**config.mk**
```make
export PLATFORM = sky130hd
export DESIGN_NAME = cv32e40x_obi_req_bridge
export DESIGN_NICKNAME = d
export VERILOG_FILES = /design/src/rtl/cv32e40x_obi_req_bridge.sv
export SDC_FILE = /design/constraint.sdc
export NUM_CORES = 1
export LEC_CHECK = 0
export BUFFER_PORTS_ARGS = -buffer_cell sky130_fd_sc_hd__buf_2
export CORE_UTILIZATION = 39
export CTS_CLUSTER_SIZE = 28
export DETAILED_ROUTE_END_ITERATION = 6
export HOLD_SLACK_MARGIN = 0.03
export PLACE_DENSITY = 0.76
export SYNTH_ARGS = -nofsm -noshare
export SYNTH_HDL_FRONTEND = slang
export SYNTH_SLANG_ARGS = --single-unit
```
**constraint.sdc**
```tcl
create_clock -name clk -period 1.8 [get_ports clk]
set_input_delay 0.09 -clock clk [delete_from_list [all_inputs] [get_ports clk]]
set_output_delay 0.09 -clock clk [all_outputs]
set_load 0.01 [all_outputs]
```
**src/rtl/cv32e40x_obi_req_bridge.sv**
```systemverilog
// OBI request bridge downstream of the instruction-side MPU.
// Optional stray-response filtering: define CV32E40X_OBI_RESP_CHECK_EN.
module cv32e40x_obi_req_bridge #(
  parameter int unsigned MAX_OUTSTANDING = 2
) (
  input  logic        clk,
  input  logic        rst_n,
  input  logic        trans_valid_i,
  output logic        trans_ready_o,
  input  logic [31:0] trans_addr_i,
  input  logic [2:0]  trans_prot_i,
  input  logic [1:0]  trans_memtype_i,
  input  logic        trans_dbg_i,
  output logic        resp_valid_o,
  output logic [31:0] resp_rdata_o,
  output logic        resp_err_o,
  output logic        resp_unexp_o,
  output logic [2:0]  outstanding_cnt_o,
  output logic        obi_req_o,
  input  logic        obi_gnt_i,
  output logic [31:0] obi_addr_o,
  output logic [2:0]  obi_prot_o,
  output logic [1:0]  obi_memtype_o,
  output logic        obi_dbg_o,
  input  logic        obi_rvalid_i,
  input  logic [31:0] obi_rdata_i,
  input  logic        obi_err_i
);

  typedef enum logic {
    TRANSPARENT,
    REGISTERED
  } state_e;

  state_e      state_q;
  state_e      state_d;
  logic [2:0]  cnt_q;
  logic [2:0]  cnt_d;
  logic [31:0] addr_q;
  logic [2:0]  prot_q;
  logic [1:0]  memtype_q;
  logic        dbg_q;
  logic        full;
  logic        req;
  logic        ready;
  logic        capture;
  logic        grant;
  logic        stray;
  logic        rsp_acc;

  assign full = (cnt_q == 3'(MAX_OUTSTANDING));

  // rst_n gates req so a held request drops the instant reset asserts
  always_comb begin
    state_d = state_q;
    req     = 1'b0;
    ready   = 1'b0;
    capture = 1'b0;
    unique case (1'b1)
      (state_q == TRANSPARENT): begin
        req   = trans_valid_i && !full && rst_n;
        ready = !full;
        if (req && !obi_gnt_i) begin
          capture = 1'b1;
          state_d = REGISTERED;
        end
      end
      (state_q == REGISTERED): begin
        req = rst_n;
        if (obi_gnt_i) begin
          state_d = TRANSPARENT;
        end
      end
      default: ;
    endcase
  end

  assign obi_req_o     = req;
  assign trans_ready_o = ready;

  assign obi_addr_o    = (state_q == REGISTERED) ? addr_q    : trans_addr_i;
  assign obi_prot_o    = (state_q == REGISTERED) ? prot_q    : trans_prot_i;
  assign obi_memtype_o = (state_q == REGISTERED) ? memtype_q : trans_memtype_i;
  assign obi_dbg_o     = (state_q == REGISTERED) ? dbg_q     : trans_dbg_i;

  assign grant   = req && obi_gnt_i;
  assign stray   = obi_rvalid_i && (cnt_q == 3'd0) && !grant;
  assign rsp_acc = obi_rvalid_i && !stray;

  always_comb begin
    cnt_d = cnt_q;
    if (grant && !rsp_acc) begin
      cnt_d = cnt_q + 3'd1;
    end else if (rsp_acc && !grant) begin
      cnt_d = cnt_q - 3'd1;
    end
  end

  assign outstanding_cnt_o = cnt_q;
  assign resp_rdata_o      = obi_rdata_i;
  assign resp_err_o        = obi_err_i;

`ifdef CV32E40X_OBI_RESP_CHECK_EN
  assign resp_valid_o = rsp_acc;
  assign resp_unexp_o = stray;
`else
  assign resp_valid_o = obi_rvalid_i;
  assign resp_unexp_o = 1'b0;
`endif

  always_ff @(posedge clk or negedge rst_n) begin
    if (!rst_n) begin
      state_q <= TRANSPARENT;
      cnt_q   <= 3'd0;
    end else begin
      state_q <= state_d;
      cnt_q   <= cnt_d;
    end
  end

  always_ff @(posedge clk or negedge rst_n) begin
    if (!rst_n) begin
      addr_q    <= 32'd0;
      prot_q    <= 3'd0;
      memtype_q <= 2'd0;
      dbg_q     <= 1'b0;
    end else if (capture) begin
      addr_q    <= trans_addr_i;
      prot_q    <= trans_prot_i;
      memtype_q <= trans_memtype_i;
      dbg_q     <= trans_dbg_i;
    end
  end

endmodule

```
==> results.md, run 1 <==
- The area growth from synthesis to layout is 27.7%.
- The total core area is 0.00610 sq mm.
- In the routed design, unresolved DRC markers number 0.
- After synthesis, the most frequently instantiated cells are 56 x mux2_2, 42 x dfrtp_1, 35 x buf_4.
- The met1 layer wirelength in the final routing is approximately 2.2 mm.
- Ranked by total cell area, the synthesized netlist is headed by dfrtp_1 42%, mux2_2 25%, mux2_4 12%.
- The CTS root buffer is clkbuf_8.
- The data arrival time at the worst-slack endpoint is between 2 and 2.5 ns.
- Once detail routing completed, the nets flagged for antenna violations numbered 0.
- Of all cell types, the one taking the most synthesized area is dfrtp_1.
- The worst hold path belongs to the class in -> reg.
- Across the run, the number of max-cap violations was 0.
- The worst setup timing slack at the placement stage is -0.145 ns.
- Counting flops with a built-in enable in the synthesized netlist gives 0.
- The startpoint identified for the worst hold timing path is trans_memtype_i[1].
- The netlist uses 25 different library cells.
- The clock tree from TritonCTS is done.
- In this run the top signal layer used is met4.
- The clock tree synthesis step divided the H-tree into 2 levels.
- The insertion delay of the later-clocked pin in the worst-skew pair is about 0.29 ns.
- The largest single stage delay on the critical path is between 0.4 and 0.5 ns.
- The detailed-route wire length per cell is between 10 and 15 microns.
- The wire length of the first global-routing pass is between 7 and 8 mm.
- After detailed routing, the met3 layer carries between 200 and 300 microns of wire.
- In this run the tool buffered the top-level ports with 86 buffer cells.
- The share of the cycle needed by the critical path after routing is 106%.
- Including well taps, the total number of placed cells is roughly 320.
- The top cell type's share of synthesized area is roughly two fifths.
- The overall power consumption is a little over 4 mW.
- The number of non-filler instances in the completed layout is approximately 340.
- The worst hold path was traced through 2 stages.
- The power per unit of standard cell area is ~1300 mW/mm^2.
- In this run the count of I/O pins placed on the die edge is around 150.
- Measured in cells, the most critical reg-to-reg path has a length of 7.
- The count of routing violations after the opening detailed-route iteration is 65.
- The routed via count divided by cell count is approximately 4.9.
- The half-perimeter wire length of the detailed placement result is 3.23 mm.
- The deepest clock path buffer count is 2.
- The number of global-route vias before repair is approximately 1,600.
- The most frequent cell after synthesis is mux2_2.
- The sequential fraction of the synthesis area is between 40% and 50%.
- Buffers inserted during clock tree synthesis total 5.
- Routability-driven placement finished with a final weighted congestion of 0.747.
- The number of antenna violations at the first check in global routing is 0.
- The final-report setup violation count is 29.
- The net total in the final layout is around 350.
- The worst hold path terminates at memtype_q[1].
- The synthesized area per cell is roughly 13 sq um.
- The most used flip-flop cell after synthesis is dfrtp_1.
- The count of yosys warnings during synthesis is 0.
- The number of buffers and inverters on the critical path is 0.
- In this run the horizontal extent of the chip is around 82 microns.
- The cell with the largest stage delay on the worst path is fa_2.
- The first detailed-routing pass took 2 iterations.
- Across all register-to-register paths, the minimum setup slack is -0.11 ns.
- In the synthesized netlist the async set-or-reset flop fraction comes to between 90% and 100%.
- The required time at the worst-slack endpoint is 1.96 ns.
- Synthesis produced a netlist with a net count of 269.
- The global-route congestion overflow total is 0.
- The final-layout setup total negative slack is -0.693 ns.
- In this run the cell area of the synthesized design comes to roughly 0.0025 sq mm.
- The worst IR drop on VDD is a little over 0.7 mV.
- The worst clock skew is roughly 0.0075 ns.
- The effective utilization at floorplan is between 40% and 50%.
- The number of antenna diodes in the final layout is 0.
- Broken down by cell family, the worst path's largest delay share belongs to simple AND/OR/NAND/NOR gates.
- The biggest fanout along the worst timing path is 2.
- The floorplan has 28 rows.
- The instance count of the mapped netlist is roughly 190.
- The final route contains 1,686 vias.
- Subtracting the final worst setup slack from the clock period gives 1.91 ns.
- The signal on the critical path passes through or3b_4 > a21oi_4 > nor2b_2 > nand3_2 > fa_2 > o22ai_1 > mux2i_1.
- In this run the critical register-to-register path is captured at outstanding_cnt_o[1].
- Counting every sink on the clock net gives 42.
- The wire length on met2 is approximately 2.4 mm.
- In this run the vertical extent of the chip is between 80 and 90 microns.
- The clock transition at the registers of the reported paths is 0.08 ns.
- The total count of hold-check failures in the final report came to 0.
- STA classifies the critical path endpoint as a flop.
- The ratio of cells with drive above 1 in the final layout is 74.3%.
- The die covers approximately 0.0068 sq mm.
- Setup repair after global routing could not meet its margin everywhere.
- Cells fill approximately 53% of the core in the end.
- After synthesis the netlist holds a flip-flop and latch count of 42.
- The total routing resource utilization after global routing is between 10% and 20%.
- Entering global routing, the biggest net connects 36 pins.
- The final reports fail on setup timing.
- For this run, the top clock speed supported by timing is 523 MHz.
- Summed over all cells, the static leakage comes to 1.52 nW.
- The max-slew violation total from the final report is 0.
- The start-to-end type of the worst setup path is reg -> reg.
- The sort of element at the start of the critical path is a flop.
- Once routing completed, OpenROAD measured the worst setup slack at -0.114 ns.
- The run finished, with violations left.
- The reg-to-reg startpoint is outstanding_cnt_o[2].
- Summed over all layers, the routed wires come to just over 5 mm.
## layer usage
layer	global-route usage, %	up-vias
met5	0	-
met4	6.67	0
met3	4.07	13
met2	24.9	69
met1	15.8	819
li1	-	785
## cells by family after synthesis
family                   count (synthesis)  share of synthesized area (%)
AO/OA/AOI/OAI                            6                           1.24
XOR/XNOR                                 2                          0.694
adder cells (fa/ha/maj)                  1                          0.793
buffers and inverters                   46                           13.7
flip-flops                              42                           41.6
multiplexers                            80                           38.4
other                                    1                          0.148
AND/OR/NAND/NOR                         14                           3.37
## registers in the layout, summed over array words and instances, names as in the netlist
signal and flops:
addr_q 32, outstanding_cnt_o 3, prot_q 3, memtype_q 2
dbg_q 1, state_q 1
## worst reg2reg max path, delay by kind of cell, from the launching register on
family	cells	cell delay, ns
and+or+nand+nor	3	0.56
adders and majority gates	1	0.44
DFF	1	0.41
AOI/OAI and AO/OA	2	0.31
muxes	1	0.10
## power breakdown
part | internal [mW] | switching [mW]
Combinational | 1.14 | 0.684
Sequential | 1.42 | 0.242
Clock | 0.310 | 0.317
Total | 2.87 | 1.24
## timing repair
action,4_1_cts,5_1_grt
resized for setup,6,12
hold buffers,7,2
hold endpoints to repair,48,2
buffers inserted,1,3
setup endpoints to repair,36,73
gates cloned,0,5
pin swaps,1,1
## how the worst max path moves through the flow
stage | slack [ns] | end | cells past startpoint | start
after CTS | -0.12 | outstanding_cnt_o[1] | 7 | outstanding_cnt_o[2]
after global routing | -0.18 | outstanding_cnt_o[1] | 7 | outstanding_cnt_o[2]
after floorplan | -0.12 | outstanding_cnt_o[1] | 7 | outstanding_cnt_o[2]
final | -0.11 | outstanding_cnt_o[1] | 7 | outstanding_cnt_o[2]
after global placement | -0.05 | outstanding_cnt_o[1] | 7 | outstanding_cnt_o[2]
after detailed placement | -0.15 | outstanding_cnt_o[1] | 7 | outstanding_cnt_o[2]
## layout by cell type (no fill, tap or decap), types with 2 or more instances in the layout
cell,count
clkbuf_8,7
mux2i_1,4
nor2_1,4
buf_12,2
a21oi_1,4
buf_2,86
dfrtp_1,38
clkbuf_16,4
mux2_2,49
inv_1,2
buf_4,8
buf_6,2
dlygate4sd3_1,9
mux2_4,27
dfrtp_2,4
## metrics by stage
step	cell area [sq um]	hold slack, ns
floorplan	2540	-0.206
global placement	2820	0.136
detailed placement	2820	0.134
CTS	3020	0.0308
global route	3230	0.0302
finish	3230	0.0430
## layout make-up
| type | instances | area (sq um) |
|---|---|---|
| Sequential cell | 42 | 1060 |
| Fill cell | 547 | 2870 |
| Tap cell | 75 | 93.8 |
| Multi-Input combinational cell | 104 | 1200 |
| Clock inverter | 1 | 5.00 |
| Timing Repair Buffer | 113 | 772 |
| Clock buffer | 7 | 86.3 |
| Inverter | 2 | 7.51 |
Note: power is estimated with default switching activity, not from simulation.
==> run 2: changes to the inputs <==
Settings changed: CORE_MARGIN from default to 2, RECOVER_POWER from default to 25.
==> run 2 against run 1 <==
Net effect:
- the flow still finishes with violations (setup timing)
- clock skew decreased by 0.0019 ns
- register-to-register slack got worse by 0.02 ns
- final area increased by 4.1%
- global-route usage decreased by 0.53 points
- sequential power about the same
- setup slack got worse by 0.018 ns
- sequential share of layout area decreased by 1.3 points
- wire length increased by 7.4%
- first-iteration DRC count decreased by 48%
- critical endpoint unchanged
- highest routed layer unchanged
==> results.md, run 2 (synthesized netlist as in run 1, its figures left out) <==
- The biggest fanout along the worst timing path is 2.
- For this block, the routed nets add up to 5.40 mm of wire.
- Setup repair after global routing could not meet its margin everywhere.
- The number of antenna repair diodes is 0.
- Including well taps, the total number of placed cells is about 320.
- The total count of hold-check failures in the final report is 0.
- The total of max-cap violations is 0.
- Port buffering added between 80 and 90 buffers.
- The filler cells instantiated in the layout total ~570.
- No sink is reached through more buffers than the 2 on the longest clock path.
- IR analysis of the VDD net gives a maximum drop of approximately 0.60 mV.
- The register with the most flip-flops in the layout has 32 of them.
- The overall power consumption is ~4.3 mW.
- Power spread over the standard cell area amounts to between 1000 and 1500 mW/mm^2.
- The share of the cycle needed by the critical path after routing is 107%.
- The number of antenna violations at the first check in global routing is 0.
- The path category of the worst min-delay check is in -> reg.
- The clock transition at the registers of the reported paths is roughly 0.08 ns.
- Detailed placement ended at an HPWL of around 3.5 mm.
- Across every metal layer, demand over resource in global routing totals 13.7%.
- The max-slew violation total from the final report is 0.
- The final setup slack of the worst path is -0.132 ns.
- Compared with the post-synthesis result, the final layout area differs by 32.9%.
- For this run, the number of standard cells in the final layout without fillers is roughly 360.
- The first routing iteration left 34 violations.
- The initialized floorplan defines 29 standard-cell rows.
- The CTS root buffer is clkbuf_8.
- In the routed layout, each cell is associated on average with a via count of about 4.8.
- The first global-routing pass estimated just under 8 mm of wire.
- The flow ran to the end, but the final reports show violations.
- For the worst-skew pair, the clock arrives at the later sink with an insertion delay of approximately 0.29 ns.
- For this configuration, the core starts out at a cell density of between 40% and 50%.
- Hold timing on the final database bottoms out at a slack of between 0.04 and 0.05 ns.
- For this run, the slowest stage of the critical path takes 0.45 ns.
- The startpoint identified for the worst register-to-register timing path is outstanding_cnt_o[2].
- Entering global routing, the biggest net connects 27 pins.
- TritonCTS built the clock tree.
- Counting I/O delays and the setup requirement, the final critical path takes between 1.5 and 2 ns.
- In this run the worst setup path terminates at outstanding_cnt_o[1].
- The required time at the worst-slack endpoint is around 2.0 ns.
- The DRC violation count after routing is 0.
- The checks that failed: setup timing.
- The endpoint of the worst register-to-register path is outstanding_cnt_o[1].
- The worst setup timing slack at the placement stage is -0.124 ns.
- For this run, the detailed router's first-pass iteration total came to 3.
- The area of the die is a little over 0.007 sq mm.
- The net total in the final layout is between 300 and 400.
- For this design, the slowest cell found on the critical path is fa_2.
- For this design the top-level I/O count stands at 154.
- Traced cell by cell, the critical path runs through or3b_4 > a21oi_4 > nor2b_2 > nand3_2 > fa_2 > o22ai_1 > mux2i_1.
- The number of global-route vias before repair is approximately 1,700.
- The total number of clock tree sinks is 42.
- Counting flops per register, the top entry is addr_q.
- TritonCTS created 5 clock buffers.
- The sort of element at the start of the critical path is a flop.
- The chip width is approximately 84 microns.
- Summed over all cells, the static leakage comes to 1.58 nW.
- Of the cells placed in the final design, the portion with a size suffix greater than 1 is ~71%.
- In the layout the commonest cells are 86 x buf_2, 46 x mux2_2, 38 x dfrtp_1.
- STA classifies the critical path endpoint as a flop.
- The total core area is 0.00631 sq mm.
- Timing would allow up to a little over 500 MHz.
- The maximum level of the CTS H-tree is 2.
- The number of nets with antenna violations after routing is 0.
- Setup violations remaining at the end of the flow were counted as 16.
- The clock arrives with 0.00561 ns of skew.
- The final-layout setup total negative slack is -0.332 ns.
- The final weighted congestion in routability-driven placement is ~0.83.
- The setup check on the worst reg-to-reg path leaves a slack of -0.13 ns.
- The critical path is of the reg -> reg type.
- The number of cells on the worst reg-to-reg path is 7.
- Detailed routing inserted a total of roughly 1,700 vias.
- The most common cell after layout, fill and taps aside is buf_2.
- The detailed-route wire length per cell is around 15 microns.
- The die height is approximately 84 microns.
- Data arrives at the worst endpoint at between 2 and 2.5 ns.
- The global-route congestion overflow total is 0.
- In this run the worst setup path begins at outstanding_cnt_o[2].
[run 2: cell count changes in the layout (fill, tap and decap cells not counted), sizes merged]
cell,before,now
clkbuf,12,11
clkinv,1,0
buf,99,100
dlygate4sd3,9,20
bufinv,0,1
[run 2: stage by stage]
stage	util [%]	instance area (sq um)
3_3_place_gp	44.9	2830
2_1_floorplan	-	2540
6_report	53.2	3360
3_5_place_dp	44.9	2830
4_1_cts	48.1	3040
5_1_grt	53.2	3360
[run 2: how the worst min path moves through the flow]
| stage | startpoint | end | slack [ns] | depth (start not counted) |
|---|---|---|---|---|
| 6_report | trans_prot_i[0] | prot_q[0] | 0.04 | 2 |
| 5_1_grt | trans_addr_i[20] | addr_q[20] | 0.03 | 2 |
| 4_1_cts | trans_prot_i[0] | prot_q[0] | 0.03 | 2 |
| 3_5_place_dp | rst_n | addr_q[20] | 0.13 | 2 |
| 3_3_place_gp | rst_n | addr_q[20] | 0.13 | 2 |
| 2_1_floorplan | rst_n | addr_q[0] | -0.21 | 0 |
[run 2: per-layer routing]
| metal | up-vias | wire length [microns] | global-route usage [%] |
|---|---|---|---|
| li1 | 800 | - | - |
| met1 | 841 | 2340 | 15.9 |
| met2 | 55 | 2690 | 23.1 |
| met3 | 9 | 311 | 5.21 |
| met4 | 0 | 63 | 4.76 |
| met5 | - | 0 | 0 |
[run 2: power by group]
group	switching, mW	internal (mW)
Sequential	0.238	1.42
Clock	0.307	0.415
Combinational	0.705	1.17
[run 2: what timing repair did]
action                                  in CTS  in global routing
endpoints found under the setup margin       2                 36
buffers inserted                             0                  2
cloned                                       0                  6
pin swaps                                    0                  2
gates resized for setup                      1                 17
hold buffers                                 9                 11
hold endpoints to repair                    50                 11
[run 2: layout make-up]
class	count	area, sq um	area share, %
flip-flops and latches	42	1060	31.4
repair buffers	124	876	26.1
clock inverters	1	30.0	0.894
well taps	77	96.3	2.87
inverters	2	7.51	0.224
multi-input cells	104	1220	36.2
clock buffers	7	76.3	2.27
[run 2: worst max-delay path, delay by kind of cell, from the launching register on]
kind,cells,cell delay (ns)
AO/OA/AOI/OAI,2,0.31
flip-flops,1,0.41
adder cells (fa/ha/maj),1,0.45
multiplexers,1,0.09
AND/OR/NAND/NOR,3,0.55
==> run 3: changes to the inputs <==
==> constraint.sdc (replaced) <==
create_clock -name clk -period 1.8 [get_ports clk]
set_input_delay 0.36 -clock clk [delete_from_list [all_inputs] [get_ports clk]]
set_output_delay 0.36 -clock clk [all_outputs]
set_load 0.01 [all_outputs]
==> run 3 against run 2 <==
Net effect:
- the flow still finishes with violations (setup timing)
- worst hold slack improved by 0.086 ns
- largest power group unchanged
- highest routed layer unchanged
- via count decreased by 4.0%
- combinational power increased by 4%
- critical path depth increased by 1
- count of clock-buffer cells in the layout unchanged
- cell count decreased by 5.0%
- first-iteration DRC count decreased by 24%
- global-route usage decreased by 0.61 points
==> results.md, run 3 (synthesized netlist as in run 1, its figures left out) <==
- On the critical path, the stage with the largest delay is an instance of or3b_4.
- The core region is roughly 0.0063 sq mm.
- The chip width is about 84 microns.
- The initial utilization of the core area, before any placement, comes to between 40% and 50%.
- Setup slack on the worst reg-to-reg path comes out at -0.15 ns.
- Setup violations remaining at the end of the flow were counted as ~40.
- Cell internal power was estimated by the tool at 3.08 mW.
- The area of the die is between 0.007 and 0.008 sq mm.
- Sequential cells account for roughly 38% of the total power.
- The worst clock skew is 0.00788 ns.
- The worst IR drop on VDD is slightly above 0.6 mV.
- After routing the design area is 0.00320 sq mm.
- The pin count of the biggest net entering global routing is 24.
- The number of global-route vias before repair is ~1,600.
- The run finished, with violations left.
- The top cell types in the final layout, fill and taps aside, are 86 x buf_2, 42 x mux2_2, 38 x dfrtp_1.
- In this run the worst path has a maximum fanout of 8.
- The data arrival time at the worst-slack endpoint is roughly 2.1 ns.
- For the worst setup path, the data required time is 1.97 ns.
- The clock tree from TritonCTS is done.
- The switching share of power is between 20% and 30%.
- The area growth from synthesis to layout is 26.7%.
- More flip-flops sit in one register than any other, and that register is addr_q.
- The maximum level of the CTS H-tree is 2.
- The number of cells on the worst reg-to-reg path is 8.
- The flip-flop count of the largest register after layout is 32.
- The total routing resource utilization after global routing is between 10% and 20%.
- The standard cell area after detailed placement is between 0.002 and 0.003 sq mm.
- The final setup slack of the worst path is -0.153 ns.
- Setup repair after global routing could not meet its margin everywhere.
- Summed over all nets, the switching power comes to around 1.3 mW.
- Walking the worst path, the cells encountered are or3b_4 > buf_4 > buf_6 > nand3_4 > nor3_4 > buf_6 > clkbuf_16 > mux2_4.
- Buffers inserted during clock tree synthesis total 5.
- The global-route congestion overflow total is 0.
- The reg-to-reg startpoint is outstanding_cnt_o[2].
- The ratio of cells with drive above 1 in the final layout is 77.5%.
- The clock network is responsible for between 15 and 20% of the overall power.
- Detailed placement ended at an HPWL of 3.38 mm.
- The final worst hold slack is between 0.1 and 0.15 ns.
- The power per unit of standard cell area is approximately 1400 mW/mm^2.
- In this run the vertical extent of the chip is 84.5 microns.
- Summed over all layers, the routed wires come to around 5.2 mm.
- The start-to-end type of the worst setup path is reg -> reg.
- The detailed-route wire length per cell is roughly 15 microns.
- The most common cell after layout, fill and taps aside is buf_2.
- The DRC violation count after routing is 0.
- The insertion delay of the later-clocked pin in the worst-skew pair is around 0.29 ns.
- The proportion of power drawn by combinational gates is between 40% and 50%.
- The total count of hold-check failures in the final report is 0.
- In the routed layout, each cell is associated on average with a via count of ~4.8.
- Broken down by cell family, the worst path's largest delay share belongs to simple AND/OR/NAND/NOR gates.
- The total number of clock tree sinks is between 40 and 50.
- The max-slew violation total from the final report is 0.
- Buffers placed on the I/O ports in this run total 86.
- The first detailed-routing pass took 3 iterations.
- The highest attainable clock frequency is ~500 MHz.
- The CTS root buffer is clkbuf_8.
- The worst register-to-register path ends at addr_q[25].
- 0 antenna diodes ended up in the layout.
- The detail route stage leaves a number of antenna-violating nets equal to 0.
- The worst setup path is captured at a flop.
- The tightest min-delay check is of the in -> async type.
- The net total in the final layout is about 340.
- The most numerous cell on the critical path is buf_6.
- The final weighted congestion in routability-driven placement is between 0.7 and 0.8.
- The wire length of the first global-routing pass is 7.56 mm.
- After layout, the worst path uses 108% of the clock period.
- The checks that failed: setup timing.
- For this design the top-level I/O count stands at between 150 and 200.
- Max-cap violations in this run came to 0.
- The worst setup path is launched from a flop.
- The deepest clock path buffer count is 2.
- The count of routing violations after the opening detailed-route iteration is 26.
- For this design the static power due to leakage is between 1.5 and 2 nW.
- The post-route minimum period is 1.95 ns.
- The number of antenna violations at the first check in global routing is 0.
- Buffers inserted to repair hold after CTS numbered 0.
- The number of buffer and inverter stages on the critical path is 4.
- After floorplanning, the core was divided into 29 placement rows.
- Tracing the worst setup path back leads to its startpoint at outstanding_cnt_o[2].
- The final route contains between 1,500 and 2,000 vias.
- Clock-pin slew was measured on the worst setup and hold paths at 0.08 ns.
- In this design, the stage delay of the slowest critical-path cell is roughly 0.43 ns.
[run 3: cell count changes in the layout (fill, tap and decap cells not counted), sizes merged]
cell         delta
buf             +4
clkbuf          -2
dlygate4sd3    -20
[run 3: how the worst max path moves through the flow]
stage                           endpoint  slack [ns]  cells past startpoint
CTS                 outstanding_cnt_o[1]       -0.11                      7
finish                        addr_q[25]       -0.15                      8
floorplan           outstanding_cnt_o[1]       -0.12                      7
detailed placement  outstanding_cnt_o[1]       -0.10                      7
global placement    outstanding_cnt_o[1]       -0.05                      7
global route                   addr_q[1]       -0.20                      8
[run 3: through the flow]
step           util (%)  power, mW  TNS [ns]  instances  setup WS (ns)
2_1_floorplan         -       2.87    -0.232        192         -0.122
3_3_place_gp       45.0       3.25   -0.0490        322        -0.0490
3_5_place_dp       45.0       3.32    -0.199        322         -0.102
4_1_cts            47.8       4.18    -0.157        332         -0.108
5_1_grt            50.7       4.64     -7.12        339         -0.204
6_report           50.7       4.37     -5.07        339         -0.153
[run 3: power groups by stage]
stage / clock network (mW) / logic, mW / registers (mW)
after global routing: 0.822 / 2.10 / 1.71
after global placement: 0 / 1.61 / 1.64
after CTS: 0.789 / 1.75 / 1.64
final: 0.769 / 1.95 / 1.65
after floorplan: 0 / 1.22 / 1.65
after detailed placement: 0 / 1.66 / 1.66
[run 3: cell type report]
type                       instances  area, sq um
multi-input combinational        104         1240
inverter                           2         7.51
sequential                        42         1060
fill                             574         3110
tap                               77         96.3
timing repair buffer             106          684
clock inverter                     1         30.0
clock buffer                       7         86.3
[run 3: routing by layer]
metal	global-route usage [%]	part of all wire [%]
met4	3.90	0.92
met3	3.64	6.2
met2	22.5	49
met1	15.9	44
met5	0	0
[run 3: what timing repair did]
item / in CTS / in global routing
cloned: 0 / 3
endpoints found under the setup margin: 41 / 38
endpoints found under the hold margin: 0 / 0
buffers inserted: 2 / 4
pin swaps: 0 / 1
gates resized for setup: 9 / 23
[run 3: worst reg2reg max path, stage by stage, from the launching register on]
cell and delay, ns:
dfrtp_2 0.41, or3b_4 0.43, buf_4 0.15, buf_6 0.11
nand3_4 0.09, nor3_4 0.06, buf_6 0.14, clkbuf_16 0.17
mux2_4 0.30
